**src/rtl/en_reset_pipe_reg.sv**
```systemverilog
// en_reset_pipe_reg: p_nstages-deep enable/reset delay line with per-stage
// valid bits, synchronous flush (clear) and a registered occupancy count.
// Priority per edge: reset > clear > en > hold.
// Optional macro EN_RESET_PIPE_ASSERT_EN compiles in simulation-only checks
// (known control inputs, count == popcount of valid bits); without it the
// checks are absent and behaviour is identical.
module en_reset_pipe_reg #(
  parameter int                 p_nbits       = 1,
  parameter int                 p_nstages     = 2,
  parameter logic [p_nbits-1:0] p_reset_value = '0
) (
  input  logic                             clk,
  input  logic                             reset,
  input  logic                             en,
  input  logic                             clear,
  input  logic                             in_val,
  input  logic [p_nbits-1:0]               in_data,
  output logic                             out_val,
  output logic [p_nbits-1:0]               out_data,
  output logic [$clog2(p_nstages+1)-1:0]   count
);

  localparam int c_cw = $clog2(p_nstages + 1);

  logic [p_nbits-1:0] r_data [p_nstages];
  logic [p_nstages-1:0] r_val;
  logic [c_cw-1:0]      r_count;
  logic [c_cw-1:0]      w_count_next;

  // Stage 0: captures the incoming item (data is taken even when in_val=0)
  always_ff @(posedge clk) begin
    if (reset) begin
      r_data[0] <= p_reset_value;
      r_val[0]  <= 1'b0;
    end else if (clear) begin
      r_val[0]  <= 1'b0;
    end else if (en) begin
      r_data[0] <= in_data;
      r_val[0]  <= in_val;
    end
  end

  // Stages 1..N-1: shift from the previous stage on enable; empty when N=1
  generate
    for (genvar gi = 1; gi < p_nstages; gi++) begin : g_stage
      // Shift one stage forward; clear drops valid but keeps the data word
      always_ff @(posedge clk) begin
        if (reset) begin
          r_data[gi] <= p_reset_value;
          r_val[gi]  <= 1'b0;
        end else if (clear) begin
          r_val[gi]  <= 1'b0;
        end else if (en) begin
          r_data[gi] <= r_data[gi-1];
          r_val[gi]  <= r_val[gi-1];
        end
      end
    end
  endgenerate

  // Occupancy update: one item may enter and one may leave per enabled edge.
  // When the pipe is full the last stage is valid, so the sum never exceeds N.
  always_comb begin
    w_count_next = r_count + c_cw'(in_val) - c_cw'(r_val[p_nstages-1]);
  end

  // Registered occupancy counter tracking popcount of the valid bits
  always_ff @(posedge clk) begin
    if (reset || clear) begin
      r_count <= '0;
    end else if (en) begin
      r_count <= w_count_next;
    end
  end

  assign out_val  = r_val[p_nstages-1];
  assign out_data = r_data[p_nstages-1];
  assign count    = r_count;

`ifdef EN_RESET_PIPE_ASSERT_EN
  // Simulation-only consistency checks while out of reset
  always @(posedge clk) begin
    if (!reset) begin
      assert (!$isunknown({en, clear, in_val}))
        else $error("en_reset_pipe_reg: X/Z on en, clear or in_val");
      assert (r_count == c_cw'($countones(r_val)))
        else $error("en_reset_pipe_reg: count %0d != popcount(val) %0d",
                    r_count, $countones(r_val));
    end
  end
`endif

endmodule

```
**config.mk**
```make
export PLATFORM = sky130hd
export DESIGN_NAME = en_reset_pipe_reg
export DESIGN_NICKNAME = d
export VERILOG_FILES = /design/src/rtl/en_reset_pipe_reg.sv
export SDC_FILE = /design/constraint.sdc
export NUM_CORES = 1
export LEC_CHECK = 0
export BUFFER_PORTS_ARGS = -buffer_cell sky130_fd_sc_hd__buf_4
export CAP_MARGIN = 20
export CORE_AREA = 2 2 39 41
export CTS_CLUSTER_DIAMETER = 50
export CTS_CLUSTER_SIZE = 20
export DETAILED_ROUTE_END_ITERATION = 12
export DIE_AREA = 0 0 41 43
export HOLD_SLACK_MARGIN = 0.08
export SLEW_MARGIN = 20
export SYNTH_ARGS = -nofsm -noshare
export SYNTH_HDL_FRONTEND = slang
export SYNTH_SLANG_ARGS = --single-unit
```
**constraint.sdc**
```tcl
create_clock -name clk -period 3.1 [get_ports clk]
set_clock_uncertainty 0.05 [all_clocks]
set_input_delay 0.465 -clock clk [delete_from_list [all_inputs] [get_ports clk]]
set_output_delay 0.465 -clock clk [all_outputs]
set_load 0.005 [all_outputs]
```
Word-level counts from Yosys, hierarchy flattened
Memory sizes are Yosys's and may differ from the RTL's.
Cells that the tools add are included.
{"block": "word_totals", "inputBits": 6, "register_bits": 4, "n_memories": 1, "word_cells": 18, "out_inout_bits": 4, "mem_bits_rw": 2}
{"memory": "r_data", "depth": 2, "word_bits": 1, "rd": 2, "rd_ports_with_merged_regs": 0, "wr": 2, "line": "25", "source": "logic [p_nbits-1:0] r_data [p_nstages];"}
{"block": "classes", "n_bitwise": 2, "mux": 8, "add_sub_neg": 2, "reduce_logical": 2}
{"op": "1-bit 2-to-1 mux", "count": 8}
{"op": "2-bit by 1-bit adder with 2-bit output", "count": 1}
{"op": "1-bit OR", "count": 2}
{"op": "2-bit OR reduction", "count": 1}
{"op": "2-bit by 1-bit subtractor with 2-bit output", "count": 1}
{"op": "1-bit logical OR", "count": 1}

Longest topological paths before layout
{"block": "depth", "ltp_word": 5, "mapped_depth": 7, "ltp_nobuf": 7}

Worst setup path before layout
OpenSTA, ideal clock, no wires.
{"block": "synth_timing", "path_type": "register -> register", "from": "reg r_count[0] (netlist: count[0])", "to": "reg r_count[1] (netlist: count[1])", "stages_incl_launch_ff": 8, "synth_period_minus_slack_ns": 1.377, "setup_ns": 0.125, "t_arrival_ns": 1.202, "n_path_buf": 0, "slack_ns": 1.723, "cell_sequence": "dfxtp_1 > inv_1 > ha_1 > inv_1 > ha_1 > xnor2_1 > o211ai_1 > o31ai_1"}
{"block": "synth_via", "elab_chain_cells": 2}
{"element": "from (decl)", "line": "27", "source": "logic [c_cw-1:0] r_count;"}
{"element": "from (signal assigned)", "line": "72", "source": "r_count <= w_count_next;"}
{"element": "2-bit by 1-bit adder with 2-bit output", "line": "64", "source": "w_count_next = r_count + c_cw'(in_val) - c_cw'(r_val[p_nstages-1]);"}
{"element": "2-bit by 1-bit subtractor with 2-bit output", "line": "64"}
Every way passes these cells.
A chain may end at the register's enable or synchronous reset.

Worst setup path in the final report
Same ends and word-level chain as after synthesis.

==> run summary <==
Synth Area in Adders: 8.70%
Hold-fix buffers, CTS: 0
Result of the run: complete, no violations
Ys Warns: 0
PnR worst setup slack: 1.69 ns
Post-Synth XOR/XNOR Area: 3.04%
Final period util: 45.4%
Post-route ant nets: 0
Clk_lat worst skew: 0.24 ns
PortBufs: 9
Share of post-route cells with drive strength above 1: 31.6%
Synthesized area: 288 um^2
Design area: 394 um^2
First-pass GRT wire length: 883 um
Hold_ws: 0.402 ns
Leak Pwr: 0.176 nW
Critical path, cell by cell: inv_1, ha_1, inv_1, ha_1, xnor2_1, o211ai_1, o31ai_1
H-tree Lvls: 1
Die span in x: 41 um
Rel. slew slack: 82.0%
Distinct cells, synth: 15
Yosys top cell by area: dfxtp_1
Vias in the first global route: 240
Share of the synthesized area in the top cell type: 27.8%
Dpl ws: 1.66 ns
HP Start: clear
CP required: 3.19 ns
Routed WL: 501 um
Most frequent cells in the layout: buf_4, dfxtp_1
Clk pin slew, worst setup/hold paths: 0.05 ns
Layout area overhead: 37.0%
Most common cell after layout, fill and taps aside: buf_4
Setup crit end kind: flop
Clock Tree Buf Depth: 2
Max Cap Violations: 0
Hold WC Path Type: in -> reg
Simple-gate portion of the synthesized area: 14.8%
Worst setup endpoint: count[1]
Initial antenna violation count: 0
Nets: 47
Post-route minimum period: 1.41 ns
Power Density: 469 nW/um^2
Reg2reg start: count[0]
Largest family of logic cells by synthesized area: simple AND/OR/NAND/NOR gates
Achievable frequency: 0.710 GHz
Synthesized instance count: 27
Initial Util: 20.8%
Synth Area in Compound Gates: 7.83%
Largest stage delay, worst path: 0.34 ns
Die footprint: 1760 um^2
IO Pins: 10
Clock buffers created by TritonCTS: 3
CP top delay family: adder cells
Synth Net Count: 35
All-Layer GR Usage: 7.57%
# resized after CTS: 0
Finished Core Util: 28.5%
TritonCTS clock tree: yes
DRT Pass-1 Iters: 2
Post-DP Area: 368 um^2
# Post-CTS Setup Buffers: 0
Post-route DRC violation count: 0
Worst hold path cell count: 2
Synth area leaders: dfxtp_1, edfxtp_1, mux2i_1, ha_1, nor4b_1
Avg Cell Area, Syn: 10.7 um^2
Mux cell area share after synthesis: 10.4%
Die Y: 43 um
Slowest CP cell: dfxtp_1
RSZ-0062 raised after global routing: false
Slew @ Worst Pin: 0.266 ns
# diodes: 0
Vias: 235
Final setup viols: 0
Crit path arrival time: 1.49 ns
Clk sinks: 6
CORE AREA: 1380 um^2
Reg2reg setup slack: 1.69 ns
Setup TNS: 0 ns
Sequential cell area fraction in the yosys report: 48.7%
Critical path class: reg -> reg
Crit. Startpoint: count[0]
Max Slew Vio Count: 0
Iter 0 DRT Violations: 4
Detailed Place HPWL: 373 um
R2r endpoint: count[1]
Placer Congestion: 0.656
Critical Path Fanout Max: 3
R2R cell count: 7
Final Hold Viols: 0
Startpoint type of the worst setup path: flop
Num rows: 14
WL/cell: 9.28 um
Yosys reg bits: 6
CP bufs+invs: 2
Vias per std cell: 4.35
Grt ovf: 0
Root buf cell: clkbuf_4
CP Depth: 7
Peak supply drop: 254 uV
Largest net degree at the start of global routing: 9
# fillers: 148
-- final cells by class --
class | instances | area (um^2) | share of cell area [%]
flip-flops and latches | 6 | 140 | 35.6
repair buffers | 9 | 67.6 | 17.1
multi-input cells | 16 | 129 | 32.7
clock buffers | 4 | 26.3 | 6.67
inverters | 3 | 11.3 | 2.86
well taps | 16 | 20.0 | 5.08
-- Yosys cell counts --
| cell type | count |
|---|---|
| edfxtp_1 | 2 |
| nor2_1 | 1 |
| nor4b_1 | 2 |
| ha_1 | 2 |
| mux2i_1 | 3 |
| o31ai_1 | 1 |
| clkbuf_1 | 1 |
| nor3_1 | 3 |
| buf_1 | 1 |
| dfxtp_1 | 4 |
| or3_1 | 1 |
| o21bai_1 | 1 |
| xnor2_1 | 1 |
| o211ai_1 | 1 |
| inv_1 | 3 |
-- flip-flops by register name, summed over array words and instances, names as in the netlist --
register / flops
count: 2
r_data: 2
out_val: 1
r_val: 1
-- worst min-delay path by stage --
stage,slack (ns),endpoint
floorplan,0.44,count[1]
global placement,0.44,count[1]
detailed placement,0.46,count[1]
CTS,0.39,out_val
global route,0.41,r_val[0]
finish,0.40,out_val
-- stage by stage --
| step | power [mW] | cells |
|---|---|---|
| global route | 0.195 | 54 |
| global placement | 0.106 | 50 |
| CTS | 0.189 | 54 |
| floorplan | 0.0974 | 27 |
| finish | 0.185 | 54 |
| detailed placement | 0.107 | 50 |
-- cell families after synthesis --
| kind of cell | count (synthesis) |
|---|---|
| AND/OR/NAND/NOR | 7 |
| flip-flops | 6 |
| adder cells (fa/ha/maj) | 2 |
| multiplexers | 3 |
| buffers and inverters | 5 |
| XOR/XNOR | 1 |
| AO/OA/AOI/OAI | 3 |
-- metal layers --
layer	wire [um]	global-route usage [%]	vias up	part of all wire (%)
met3	50	6.28	0	10
met2	233	11.3	9	47
li1	-	-	120	-
met1	217	8.82	106	43
met5	0	0	-	0
met4	0	0	0	0
-- report_power, final --
part	internal [mW]	leakage, nW	switching, mW	total, mW
logic	0.0105	0.108	0.00902	0.0195
clock network	0.0489	0.0150	0.0306	0.0795
registers	0.0846	0.0534	0.00115	0.0857
No activity file was read; power rests on OpenSTA's default activity.
